`config.mk`:
```
export PLATFORM = sky130hd
export DESIGN_NAME = jtag_host
export DESIGN_NICKNAME = d
export VERILOG_FILES = /design/src/rtl/jtag_host.sv
export SDC_FILE = /design/constraint.sdc
export NUM_CORES = 1
export LEC_CHECK = 0
export CAP_MARGIN = 30
export CORE_MARGIN = 2
export CORE_UTILIZATION = 45
export DETAILED_ROUTE_END_ITERATION = 6
export GPL_ROUTABILITY_DRIVEN = 0
export PLACE_DENSITY = 0.7
export SLEW_MARGIN = 40
export SYNTH_ARGS = -nofsm -noshare
export SYNTH_HDL_FRONTEND = slang
export SYNTH_SLANG_ARGS = --single-unit
```
`constraint.sdc`:
```
create_clock -name clk -period 3.98 [get_ports clk]
set_input_delay 0.398 -clock clk [delete_from_list [all_inputs] [get_ports clk]]
set_output_delay 0.398 -clock clk [all_outputs]
set_load 0.02 [all_outputs]
```
`src/rtl/jtag_host.sv`:
```
// JTAG initiator: runs one IR/DR scan (or a TAP reset sequence) per command and returns captured TDO.
// Optional JTAG_HOST_IDLE_EN adds cmd_idle: extra RTI TCK cycles appended after each scan.
module jtag_host #(
  parameter int DATA_W   = 32,
  parameter int LEN_W    = $clog2(DATA_W),
  parameter int HALF_DIV = 2
) (
  input  logic              clk,
  input  logic              trst,
  input  logic              cmd_valid,
  output logic              cmd_ready,
  input  logic              cmd_ir,
  input  logic              cmd_tlr,
  input  logic [LEN_W-1:0]  cmd_len,
  input  logic [DATA_W-1:0] cmd_data,
`ifdef JTAG_HOST_IDLE_EN
  input  logic [7:0]        cmd_idle,
`endif
  output logic              rsp_valid,
  output logic [DATA_W-1:0] rsp_data,
  output logic              tck,
  output logic              tms,
  output logic              tdi,
  input  logic              tdo
);

  // state     | meaning (each TCK cycle drives the TAP toward the named state)
  // RESET_SEQ | 5x tms=1 then tms=0      IDLE    | tck low, accepting commands
  // SEL_DR/IR | tms=1                    CAPTURE | tms=0 into Capture
  // SHIFT     | enter Shift, then n-1 shift cycles with tms=0
  // EXIT1     | last shift, tms=1        UPDATE  | tms=1, then tms=0 to RTI (+ idle cycles)
  // RESP      | one-clk rsp_valid pulse
  localparam logic [3:0] RESET_SEQ = 4'd0;
  localparam logic [3:0] IDLE      = 4'd1;
  localparam logic [3:0] SEL_DR    = 4'd2;
  localparam logic [3:0] SEL_IR    = 4'd3;
  localparam logic [3:0] CAPTURE   = 4'd4;
  localparam logic [3:0] SHIFT     = 4'd5;
  localparam logic [3:0] EXIT1     = 4'd6;
  localparam logic [3:0] UPDATE    = 4'd7;
  localparam logic [3:0] RESP      = 4'd8;

  localparam int DIV_W = (HALF_DIV > 1) ? $clog2(HALF_DIV) : 1;
  localparam logic [DIV_W-1:0] DIV_LAST = DIV_W'(HALF_DIV - 1);

  logic [3:0]        state;
  logic [DIV_W-1:0]  div_cnt;
  logic [8:0]        cnt;
  logic [LEN_W-1:0]  idx;
  logic [LEN_W-1:0]  idx_m1;
  logic [LEN_W-1:0]  len_q;
  logic [DATA_W-1:0] data_q;
  logic [DATA_W-1:0] cap;
  logic              ir_q;
  logic              tlr_q;
  logic [7:0]        idle_q;
  logic              accept;

  assign accept = (state == IDLE) && cmd_valid && cmd_ready;
  assign idx_m1 = idx - LEN_W'(1);

`ifdef JTAG_HOST_IDLE_EN
  always_ff @(posedge clk or posedge trst) begin
    if (trst)        idle_q <= 8'd0;
    else if (accept) idle_q <= cmd_idle;
  end
`else
  assign idle_q = 8'd0;
`endif

  always_ff @(posedge clk or posedge trst) begin
    if (trst) begin
      state     <= RESET_SEQ;
      div_cnt   <= DIV_LAST;
      cnt       <= 9'd5;
      idx       <= '0;
      len_q     <= '0;
      data_q    <= '0;
      cap       <= '0;
      ir_q      <= 1'b0;
      tlr_q     <= 1'b0;
      tck       <= 1'b0;
      tms       <= 1'b1;
      tdi       <= 1'b0;
      cmd_ready <= 1'b0;
      rsp_valid <= 1'b0;
      rsp_data  <= '0;
    end else begin
      rsp_valid <= 1'b0;
      case (state)
        IDLE: if (accept) begin
          cmd_ready <= 1'b0;
          div_cnt   <= DIV_LAST;
          tlr_q     <= cmd_tlr;
          tms       <= 1'b1;
          tdi       <= 1'b0;
          if (cmd_tlr) begin
            state <= RESET_SEQ;
            cnt   <= 9'd5;
          end else begin
            state  <= SEL_DR;
            ir_q   <= cmd_ir;
            len_q  <= cmd_len;
            data_q <= cmd_data;
            cap    <= '0;
            idx    <= '0;
          end
        end
        RESP: begin
          state     <= IDLE;
          cmd_ready <= 1'b1;
        end
        default: if (div_cnt != '0) begin
          div_cnt <= div_cnt - DIV_W'(1);
        end else begin
          div_cnt <= DIV_LAST;
          tck     <= ~tck;
          // tck falling: sample TDO for the finished cycle and set up tms/tdi for the next one
          if (tck) begin
            case (state)
              RESET_SEQ: if (cnt == 9'd0) begin
                if (tlr_q) begin
                  state     <= RESP;
                  rsp_valid <= 1'b1;
                  rsp_data  <= '0;
                end else begin
                  state     <= IDLE;
                  cmd_ready <= 1'b1;
                end
              end else begin
                cnt <= cnt - 9'd1;
                tms <= (cnt != 9'd1);
              end
              SEL_DR: begin
                state <= ir_q ? SEL_IR : CAPTURE;
                tms   <= ir_q;
              end
              SEL_IR: begin
                state <= CAPTURE;
                tms   <= 1'b0;
              end
              CAPTURE: begin
                state <= SHIFT;
                tms   <= 1'b0;
                idx   <= '0;
              end
              SHIFT: begin
                if (idx != '0) cap[idx_m1] <= tdo;
                tdi <= data_q[idx];
                if (idx == len_q) begin
                  state <= EXIT1;
                  tms   <= 1'b1;
                end else begin
                  idx <= idx + LEN_W'(1);
                  tms <= 1'b0;
                end
              end
              EXIT1: begin
                cap[len_q] <= tdo;
                state      <= UPDATE;
                tms        <= 1'b1;
                tdi        <= 1'b0;
                cnt        <= {1'b0, idle_q} + 9'd1;
              end
              UPDATE: begin
                tms <= 1'b0;
                if (cnt == 9'd0) begin
                  state     <= RESP;
                  rsp_valid <= 1'b1;
                  rsp_data  <= cap;
                end else begin
                  cnt <= cnt - 9'd1;
                end
              end
              default: ;
            endcase
          end
        end
      endcase
    end
  end

endmodule

```
* Word level (Yosys, flattened, before mapping)
Index checks and enable logic that the tools add are counted.
** Word-level totals
- Input bits :: 43
- Bits in registers :: 127
** Cells by class
- Muxes and demuxes :: 71
- Reductions and logical operators :: 32
- Add/sub/neg operators :: 4
- Equality and inequality tests :: 26
- Bitwise gates (word level) :: 5
- Order comparisons :: 5
** Operators by type and width (count)
- $mux 32 :: 8
- $pmux 32 s2 :: 3
- $bwmux 32 :: 2
- $mux 9 :: 5
- $pmux 9 s2 :: 2
- $reduce_and 7->1 :: 5
- $mux 4 :: 7
- $pmux 4 s7 :: 1
- $mux 5 :: 5
- $mux 1 :: 23
- $pmux 5 s2 :: 2
- $lt 5x6->1 const B :: 3
- $reduce_bool 3->1 :: 6
- $eq 4x3->1 const B :: 4
- $ne 2x2->1 const B :: 6
- $ne 3x3->1 const B :: 4
- $pmux 1 s2 :: 6
- $reduce_and 6->1 :: 2
- $demux 1 s5 :: 2
- $ge 5x1->1 const B :: 2
- $logic_not 9->1 :: 1
- $ne 9x1->1 const B :: 1
- $reduce_bool 9->1 :: 1
- $sub 9x1->9 const B :: 1
- 27 further kinds :: 41

* Logic depth before layout (Yosys ltp)
Gate-level depths: netlist of the first run.
- Depth in word-level cells :: 11
- Mapped depth :: 11

* Worst setup path after synthesis of the first run
No wires, ideal clock.
- Kind :: register to register
- Start point :: reg idx[0]
- End point :: reg cap[7]
- Setup slack :: 1.354 ns
- Path buffers :: 3
- Library setup time :: 0.118 ns
- Data required time :: 3.862 ns
- Period minus slack after synthesis :: 2.626 ns
- Data arrival time :: 2.507 ns
- Stages on the path, launching flop included :: 11
- Cells stage by stage :: dfrtp_1 buf_2 buf_2 inv_1 ha_1 buf_1 nor3b_1 a32o_1 o21ai_0 a211o_1 a21o_1
** Between the ends
- Longest elaborated chain between the ends :: 11
- Elaborated cells between the ends (all ways) :: 15
** Ends and longest elaborated chain
- from (decl) :: RTL line 49 : logic [LEN_W-1:0] idx;
- from (signal assigned) :: RTL line 154 : idx <= idx + LEN_W'(1);
- $sub 5x1->5 :: RTL line 60 : assign idx_m1 = idx - LEN_W'(1);
- $lt 5x6->1 (not written as such) or $ge 5x1->1 (tied branches) :: RTL line 148 : if (idx != '0) cap[idx_m1] <= tdo;
- $logic_and 1x1->1 (not written as such) :: RTL line 148
- $mux 1 (not written as such) :: RTL line 148
- $demux 1 s5 :: RTL line 148
- $bwmux 32 :: RTL line 148
- $mux 32 :: RTL line 148
- $pmux 32 s2 :: RTL line 120 : case (state)
- $mux 32 :: RTL line 119 : if (tck) begin
- $mux 32 :: RTL line 113 : default: if (div_cnt != '0) begin
- $pmux 32 s2 :: RTL line 90 : case (state)
- to (signal, indexed assignment) :: RTL line 148
- to (signal, indexed assignment) :: RTL line 159 : cap[len_q] <= tdo;
- to (decl) :: RTL line 53 : logic [DATA_W-1:0] cap;
Several ways; a longest one is shown, not always the timed one. The select of a mux whose other input is x is not followed.
A chain may end at the register's enable or synchronous reset.

* Worst setup path in the final report of the first run
- Start point :: reg idx[1]
- End point :: reg cap[28]
The elaborated chain is that of the path after synthesis.

==> flow_summary.ini, run 1 <==
[outcome]
outcome = finished clean

[finish]
syn_to_final_growth_pct = 19.7
final_common_cell = dfrtp_1
fin_cells = 1067
final_cell_mix = dfrtp_1, clkdlybuf4s50_1, nand2_1
final_layout_size_suffix_gt1_share_pct = 13.7
diodes = 0
final_nets = 885

[clocking]
post-cts-setup-buffers = 0
cts-root-buf = clkbuf_16
cts_tree = done
cts_max_path_buffers = 2
clk_latency_ps = 420
htree_levels = 4
cts_buffers = 17
cts_resized = 0
cts_hold_buf = 0
clk_pin_slew_worst_paths_ps = 60
clock-sinks = 127

[yosys]
synth_top_family_by_area = compound AO/OA/AOI/OAI gates
syn-num-nets = 832
synthMuxAreaShare_pct = 13.7
ys_top_cells_by_area = dfrtp_1, mux2_2, mux2i_1, nand2_1, inv_1
synth.yosys.warnings = 0
yosys.area.top_type = dfrtp_1
synth-simple-area-share_pct = 14.4
yosys_most_used_dff = dfrtp_1
seq_area_frac_synth_pct = 41.7
syn-cell-area_um2 = 7630
synth.avg_cell_area_um2 = 9.77
postSynth.asyncResetShare_pct = 100
synth_cell_types = 80
synth_top_area_share_pct = 40.3
synth_compound_area_share_pct = 21.7
synth_cells = 781
ys_ff_latch = 127
synth_edf_count = 0
synth-adder-area-share_pct = 1.31
synth_xor_area_share_pct = 0.804

[drt]
wl_mm = 18.7
ant_nets = 0
vias_per_cell = 5.90
vias = 6291
drcViolationCount = 0
drt-initial-drc-count = 739
first_pass_iters = 6
wire_per_inst_um = 17.5

[worst_setup_path]
cp-end-kind = flip-flop
rr_endpoint = cap[28]$_DFFE_PP0P_
rr_startpoint = idx[1]$_DFFE_PP0P_
critPathLaunchType = flip-flop
critPathKind = flip-flop to flip-flop
worstPathRequired_ps = 4290
reg2regPathDepth = 8
r2r_slack_ps = 880
critPathArrivalTime_ps = 3400
cp_max_fo = 26

[global_routing]
grt_usage_pct = 21.9
overflow = 0
antenna_found_initial = 0
grt_start_max_net_pins = 68
grt_pass1_wl_mm = 31.6
grt_pass1_vias = 6071

[floorplanning]
dieArea_um2 = 18000
row_count = 47
io_pins = 80
die_h_um = 134
die_w_um = 134
core_um2 = 16600
initial_core_util_pct = 46.0

[timing]
slew_headroom_pct = 46.0
setup_tns_ps = 0
finalCritPeriodShare_pct = 77.8
setup_viol = 0
slew_viol_final = 0
period_needed_ps = 3100
rsz0062_at_grt = no
worst_pin_slew_ps = 809
skew_ps = 6.90
fmax_ghz = 0.323
finalHoldViolCount = 0
whs_ps = 423

[power]
irDropWorstVdd_uv = 273
p_per_area_nw_per_um2 = 322
leakagePower_nw = 3.79

[placed_design]
port_buffers = 79
place_hpwl_mm = 13.0
dp_cells = 1035

[hold_path]
hold_class = input pin to asynchronous set/reset pin

[job]
drv_cap = 0
power breakdown:
part / switching (W) / internal (W) / total [W]
Sequential: 0 / 0.00129 / 0.00129
Clock: 0.000570 / 0.000997 / 0.00157
Combinational: 0.0000395 / 0.0000398 / 0.0000794
metrics by stage:
step | setup WS, ps | instance area, um^2 | util [%] | power (W)
6_report | 884 | 9130 | 55.1 | 0.00294
5_1_grt | 662 | 9130 | 55.1 | 0.00304
4_1_cts | 917 | 9120 | 55.0 | 0.00297
3_5_place_dp | 937 | 8530 | 51.4 | 0.00140
3_3_place_gp | 1070 | 8530 | 51.4 | 0.00140
2_1_floorplan | 204 | 7630 | - | 0.00134
logic make-up (layout without fill, tap and decap cells):
kind of cell / Yosys count / after routing
AO/OA/AOI/OAI: 233 / 233
AND/OR/NAND/NOR: 205 / 205
flip-flops: 127 / 127
buffers and inverters: 111 / 177
multiplexers: 90 / 90
adder cells (fa/ha/maj): 8 / 8
XOR/XNOR: 7 / 7
how the worst max path moves through the flow:
stage | from | end | slack, ps | cells past startpoint
after global placement | idx[1]$_DFFE_PP0P_ | cap[26]$_DFFE_PP0P_ | 1070 | 7
after global routing | idx[1]$_DFFE_PP0P_ | cap[26]$_DFFE_PP0P_ | 660 | 7
after CTS | idx[1]$_DFFE_PP0P_ | cap[26]$_DFFE_PP0P_ | 920 | 7
after floorplan | trst | cap[0]$_DFFE_PP0P_ | 200 | 1
after detailed placement | idx[1]$_DFFE_PP0P_ | cap[26]$_DFFE_PP0P_ | 940 | 7
final | idx[1]$_DFFE_PP0P_ | cap[28]$_DFFE_PP0P_ | 880 | 8
synthesized netlist by cell type, types with 4 or more instances:
library cell	n
a31oi_1	8
nand3_1	16
a21o_1	5
nor2_1	28
clkbuf_1	28
nor3b_1	5
o41ai_1	11
a311oi_1	10
o2bb2ai_1	12
a211oi_1	10
nand2b_1	8
mux4_2	7
o31ai_1	23
o211ai_1	25
ha_1	8
mux2_2	41
o21ai_1	8
nor3_1	12
nor2b_1	11
o22ai_1	12
dfrtp_1	123
inv_1	52
a211o_1	5
a21oi_1	37
buf_1	4
o21ai_0	31
o221ai_1	4
nand2_1	70
and2_1	10
mux2i_1	40
xor2_1	5
buf_2	21
dfstp_2	4
and3_1	11
cell type report:
type / count / area [um^2]
clock buffer: 22 / 454
clock inverter: 10 / 138
fill: 1523 / 7450
inverter: 52 / 200
multi-input combinational: 543 / 3970
sequential: 127 / 3180
tap: 220 / 275
timing repair buffer: 93 / 908
worst max-delay path: stages, from the launching register on:
cell	delay, ps
dfrtp_1	620
inv_1	320
ha_1	500
nor4b_2	520
nand2_1	130
and4_1	210
buf_4	210
o211ai_1	120
mux2_1	340
registers in the layout, indices dropped and copies added (netlist names):
register   flops
tdi            1
rsp_valid      1
ir_q           1
len_q          5
cnt            9
tlr_q          1
state          4
div_cnt        1
rsp_data      32
cmd_ready      1
tck            1
idx            5
data_q        32
tms            1
cap           32
per-layer routing:
metal | GRT usage (%) | part of all wire [%] | up-vias | routed length (um)
met5 | 0 | 0 | - | 0
met4 | 7.89 | 1.8 | 0 | 331
met3 | 4.76 | 6.8 | 30 | 1270
met2 | 33.0 | 46 | 247 | 8560
met1 | 31.0 | 46 | 3005 | 8540
li1 | - | - | 3009 | -
(Power assumes the default switching activity.)
==> run 2: changes to the inputs <==
==> constraint.sdc (replaced) <==
create_clock -name clk -period 2.57 [get_ports clk]
set_input_delay 0.257 -clock clk [delete_from_list [all_inputs] [get_ports clk]]
set_output_delay 0.257 -clock clk [all_outputs]
set_load 0.02 [all_outputs]
==> run 2 against run 1 <==
Combinational power rose by 60%; clock-buffer cell count fell by 3; register-to-register slack got worse by 760 ps; sequential share of layout area fell by 1.4 points; critical path type unchanged; design area rose by 4.0%; non-clock buffer count rose by 30; fmax rose by 27%; die area did not move; utilization rose by 2.2 points.
==> flow_summary.ini, run 2 (synthesis results as in run 1) <==
[placed_design]
place_hpwl_mm = 13.7
port_buffers = 79

[floorplanning]
row_count = 47
die_h_um = 134
core_um2 = 16600
die_w_um = 134
dieArea_um2 = 18000
io_pins = 80
initial_core_util_pct = 46.0

[timing]
skew_ps = 9.65
fmax_ghz = 0.410
period_needed_ps = 2440
setup_viol = 0
setup_tns_ps = 0
slew_headroom_pct = 55.3
worst_pin_slew_ps = 670
slew_viol_final = 0
finalHoldViolCount = 0
finalCritPeriodShare_pct = 95.0

[power]
leakagePower_nw = 4.00
power.share.switching_pct = 20.1
p_comb_share_pct = 2.6
irDropWorstVdd_uv = 445
p_per_area_nw_per_um2 = 515
share_seq_of_total_power_pct = 40.9
power.internal_w = 0.00391
power_w = 0.00490
switching_power_w = 0.000982
clockPowerShare_pct = 56.5

[global_routing]
grt_start_max_net_pins = 60
grt_pass1_vias = 6266
overflow = 0
antenna_found_initial = 0
grt_pass1_wl_mm = 32.3
grt_usage_pct = 22.6

[clocking]
cts_buffers = 17
cts-root-buf = clkbuf_16
cts_tree = done
cts_hold_buf = 0
htree_levels = 4
clk_latency_ps = 430
clock-sinks = 127
cts_max_path_buffers = 2
clk_pin_slew_worst_paths_ps = 60

[worst_setup_path]
cp_max_fo = 16
critPathSlowestCell = dfrtp_1
crit_family = simple AND/OR/NAND/NOR gates
worstPathRequired_ps = 2920
critPathBufInv = 3
critPathLaunchType = flip-flop
reg2regPathDepth = 9
cp-end-kind = flip-flop
cp.depth = 9
cp_slowest_stage_delay_ps = 420
critPathKind = flip-flop to flip-flop
critPathArrivalTime_ps = 2790
cp_cell_sequence = inv_1 > ha_4 > or3b_4 > nor4_4 > o211ai_2 > a211oi_4 > buf_4 > clkbuf_16 > mux2i_1

[drt]
vias = 6474
drt-initial-drc-count = 534
vias_per_cell = 5.90
drcViolationCount = 0
wl_mm = 19.7
first_pass_iters = 5
wire_per_inst_um = 17.9
ant_nets = 0

[finish]
final_nets = 915
final_layout_size_suffix_gt1_share_pct = 17.1
diodes = 0
final_cell_mix = dfrtp_1, clkdlybuf4s50_1, nand2_1
top_regs = cap (32), data_q (32), rsp_data (32)
syn_to_final_growth_pct = 24.5
final_common_cell = dfrtp_1

[hold_path]
hold_class = input pin to asynchronous set/reset pin

[job]
drv_cap = 0

[outcome]
outcome = finished clean
run 2: cell types whose count changed in the layout (fill, tap and decap cells not counted), moves of 2 or more:
| cell | before | now |
|---|---|---|
| buf_12 | 1 | 3 |
| buf_4 | 13 | 40 |
| bufinv_16 | 3 | 6 |
| clkbuf_1 | 4 | 1 |
| clkinv_4 | 0 | 3 |
| clkinvlp_4 | 5 | 3 |
run 2: layer usage:
| metal | vias to the layer above | part of all wire (%) | track usage [%] | wire length, um |
|---|---|---|---|---|
| met5 | - | 0 | 0 | 0 |
| met4 | 0 | 2.7 | 8.77 | 522 |
| met3 | 38 | 5.8 | 4.76 | 1140 |
| met2 | 229 | 46 | 35.5 | 9150 |
| met1 | 3137 | 45 | 30.7 | 8880 |
| li1 | 3070 | - | - | - |
run 2: worst reg2reg max path, stage by stage, from the launching register on:
cell and delay [ps]:
dfrtp_1 420, inv_1 130, ha_4 170, or3b_4 410, nor4_4 190, o211ai_2 190
a211oi_4 260, buf_4 180, clkbuf_16 210, mux2i_1 200
run 2: path summary, 6_finish.rpt:
check	from	end	slack (ps)
worst max-delay path	cnt[1]$_DFFE_PP0P_	rsp_data[0]$_DFFE_PP0P_	130
worst min register to register	cap[24]$_DFFE_PP0P_	cap[24]$_DFFE_PP0P_	490
worst min-delay path	trst	cnt[4]$_DFFE_PP0P_	130
max in group asynchronous	trst	len_q[3]$_DFFE_PP0P_	1730
worst max register to register	cnt[1]$_DFFE_PP0P_	rsp_data[0]$_DFFE_PP0P_	130
min in group clk	cmd_data[3]	data_q[3]$_DFFE_PP0P_	440
run 2: what timing repair did:
item | CTS | global route
setup endpoints to repair | 0 | 35
endpoints found under the hold margin | 0 | 0
buffers inserted | 0 | 3
resized for setup | 0 | 5
run 2: power by group through the flow:
stage	logic, W	clock network (W)	registers, W
2_1_floorplan	0.0000383	0	0.00204
3_3_place_gp	0.000130	0	0.00204
3_5_place_dp	0.000130	0	0.00204
4_1_cts	0.000130	0.00281	0.00200
5_1_grt	0.000141	0.00290	0.00200
6_report	0.000127	0.00277	0.00200
run 2: area by class of cell:
| cell class | count | area [um^2] |
|---|---|---|
| multi-input cells | 543 | 3990 |
| fillers | 1476 | 7090 |
| well taps | 220 | 275 |
| clock inverters | 13 | 235 |
| inverters | 52 | 199 |
| flip-flops and latches | 127 | 3180 |
| clock buffers | 19 | 443 |
| repair buffers | 123 | 1180 |
run 2: metrics by stage:
step	setup slack [ps]	utilization, %	hold WS, ps	instance area [um^2]	cells
6_report	129	57.3	131	9500	1097
5_1_grt	-11.6	57.3	145	9500	1097
4_1_cts	48.1	56.8	131	9430	1093
3_5_place_dp	69.6	52.8	477	8750	1061
3_3_place_gp	179	52.8	478	8750	1061
2_1_floorplan	37.3	-	409	7630	781
==> run 3: changes to the inputs <==
--- a/config.mk
+++ b/config.mk
@@ -11,7 +11,8 @@
 export DETAILED_ROUTE_END_ITERATION = 6
 export GPL_ROUTABILITY_DRIVEN = 0
 export PLACE_DENSITY = 0.7
-export SLEW_MARGIN = 40
+export SETUP_SLACK_MARGIN = 0.3
+export SLEW_MARGIN = 20
 export SYNTH_ARGS = -nofsm -noshare
 export SYNTH_HDL_FRONTEND = slang
 export SYNTH_SLANG_ARGS = --single-unit
==> run 3 against run 2 <==
Clock power down 11%; design area up 1.6%; non-clock buffer count up 13; total power down 6.3%; wire length up 0.60%; die area unchanged; flip-flop and latch count unchanged; cell count up 1.2%; clock skew up 2.5 ps; largest cell class unchanged.
==> flow_summary.ini, run 3 (synthesis results as in run 1) <==
[outcome]
outcome = finished clean

[clocking]
htree_levels = 4
cts_max_path_buffers = 2
cts-root-buf = clkbuf_16
cts_tree = done
cts_buffers = 17
clk_pin_slew_worst_paths_ps = 60
clk_latency_ps = 430
clock-sinks = 127
cts_hold_buf = 0

[timing]
fmax_ghz = 0.447
slew_viol_final = 0
slew_headroom_pct = 52.4
period_needed_ps = 2240
whs_ps = 352
setup_viol = 0
finalCritPeriodShare_pct = 87.1
finalHoldViolCount = 0
setup_tns_ps = 0
rsz0062_at_grt = yes
worst_pin_slew_ps = 714
skew_ps = 12.1

[floorplanning]
core_um2 = 16600
initial_core_util_pct = 46.0
row_count = 47
die_h_um = 134
io_pins = 80
die_w_um = 134
dieArea_um2 = 18000

[power]
irDropWorstVdd_uv = 466
leakagePower_nw = 4.04
p_comb_share_pct = 2.8
clockPowerShare_pct = 53.6
power.share.switching_pct = 22.4
switching_power_w = 0.00103
p_per_area_nw_per_um2 = 475
share_seq_of_total_power_pct = 43.6
power.internal_w = 0.00356
power_w = 0.00459

[finish]
final_area_um2 = 9650
multi_input_area_um2 = 4060
regArea_um2 = 3190
final_nets = 928
fillers = 1458
final_common_cell = dfrtp_1
fin_cells = 1110
final_cell_mix = dfrtp_1, clkdlybuf4s50_1, nand2_1
top_regs = cap (32), data_q (32), rsp_data (32)
final_layout_size_suffix_gt1_share_pct = 20.8
syn_to_final_growth_pct = 26.5
diodes = 0

[worst_setup_path]
critPathKind = flip-flop to flip-flop
cp_cell_sequence = inv_2 > ha_4 > or3b_4 > nor4_4 > o211ai_2 > a211oi_4 > buf_6 > buf_12 > mux2i_1
reg2regPathDepth = 9
cp-end-kind = flip-flop
critPathArrivalTime_ps = 2580
worstSetupStartpoint = cnt[1]$_DFFE_PP0P_
critPathLaunchType = flip-flop
rr_startpoint = cnt[1]$_DFFE_PP0P_
crit_end = rsp_data[7]$_DFFE_PP0P_
cp_slowest_stage_delay_ps = 410
worstPathRequired_ps = 2920
cp_max_fo = 9
rr_endpoint = rsp_data[7]$_DFFE_PP0P_
r2r_slack_ps = 330
critPathSlowestCell = or3b_4

[placed_design]
place_hpwl_mm = 13.3
placed_cell_area_um2 = 8800
port_buffers = 79
dp_cells = 1063

[drt]
wl_mm = 19.8
drcViolationCount = 0
vias = 6490
top_layer = met4
vias_per_cell = 5.85
drt-initial-drc-count = 533
dr_wl_met3_mm = 1.04
wl_met2_mm = 9.19
drt-met1-wl_mm = 8.95
first_pass_iters = 5
ant_nets = 0
wire_per_inst_um = 17.8

[global_routing]
overflow = 0
grt_pass1_wl_mm = 32.5
grt_start_max_net_pins = 128
grt_pass1_vias = 6349
antenna_found_initial = 0
grt_usage_pct = 22.7

[job]
drv_cap = 0

[hold_path]
hold_class = input pin to asynchronous set/reset pin
run 3: cell count changes in the layout (fill, tap and decap cells not counted), moves of 3 or more:
cell	delta
inv_6	+4
inv_2	+3
dfrtp_1	-4
bufinv_16	-4
buf_6	+3
clkinv_4	-3
inv_1	-3
dfrtp_2	+4
buf_4	+8
run 3: worst min-delay path by stage:
stage | from | to | slack, ps
6_report | trst | rsp_data[20]$_DFFE_PP0P_ | 350
5_1_grt | cmd_data[31] | data_q[31]$_DFFE_PP0P_ | 430
4_1_cts | trst | rsp_data[20]$_DFFE_PP0P_ | 410
3_5_place_dp | cap[12]$_DFFE_PP0P_ | cap[12]$_DFFE_PP0P_ | 480
3_3_place_gp | cap[9]$_DFFE_PP0P_ | cap[9]$_DFFE_PP0P_ | 480
2_1_floorplan | cmd_data[0] | data_q[0]$_DFFE_PP0P_ | 410
run 3: stage by stage:
| step | setup WS [ps] | utilization, % |
|---|---|---|
| final | 330 | 58.2 |
| after global placement | 265 | 53.1 |
| after global routing | 246 | 58.2 |
| after detailed placement | 191 | 53.1 |
| after floorplan | 311 | - |
| after CTS | 260 | 57.4 |
run 3: worst max-delay path: cells and delay by family (launching register included):
kind                       cells  cell delay [ps]
DFF                            1              400
AOI/OAI and AO/OA              2              350
buffers and inverters          3              450
muxes                          1              210
adders and majority gates      1              140
and+or+nand+nor                2              600
run 3: power groups by stage:
stage	sequential, W	clock (W)	combinational [W]
6_report	0.00200	0.00246	0.000127
5_1_grt	0.00200	0.00260	0.000141
4_1_cts	0.00200	0.00250	0.000130
3_5_place_dp	0.00204	0	0.000130
3_3_place_gp	0.00204	0	0.000131
2_1_floorplan	0.00204	0	0.0000383
run 3: what timing repair did:
item | in CTS | in global routing
hold endpoints to repair | 0 | 0
pin swaps | 4 | 4
gates cloned | 2 | 1
setup endpoints to repair | 42 | 97
buffers inserted | 5 | 7
resized for setup | 8 | 18
run 3: layer usage:
layer | up-vias | global-route usage (%)
met5 | - | 0
met4 | 0 | 10.8
met3 | 49 | 4.88
met2 | 217 | 34.3
met1 | 3124 | 31.3
li1 | 3100 | -
run 3: final cells by class:
type | instances | area share, %
Multi-Input combinational cell | 543 | 42.0
Sequential cell | 127 | 33.0
Timing Repair Buffer | 136 | 13.7
Clock buffer | 19 | 4.70
Tap cell | 220 | 2.85
Inverter | 52 | 2.06
Clock inverter | 13 | 1.56
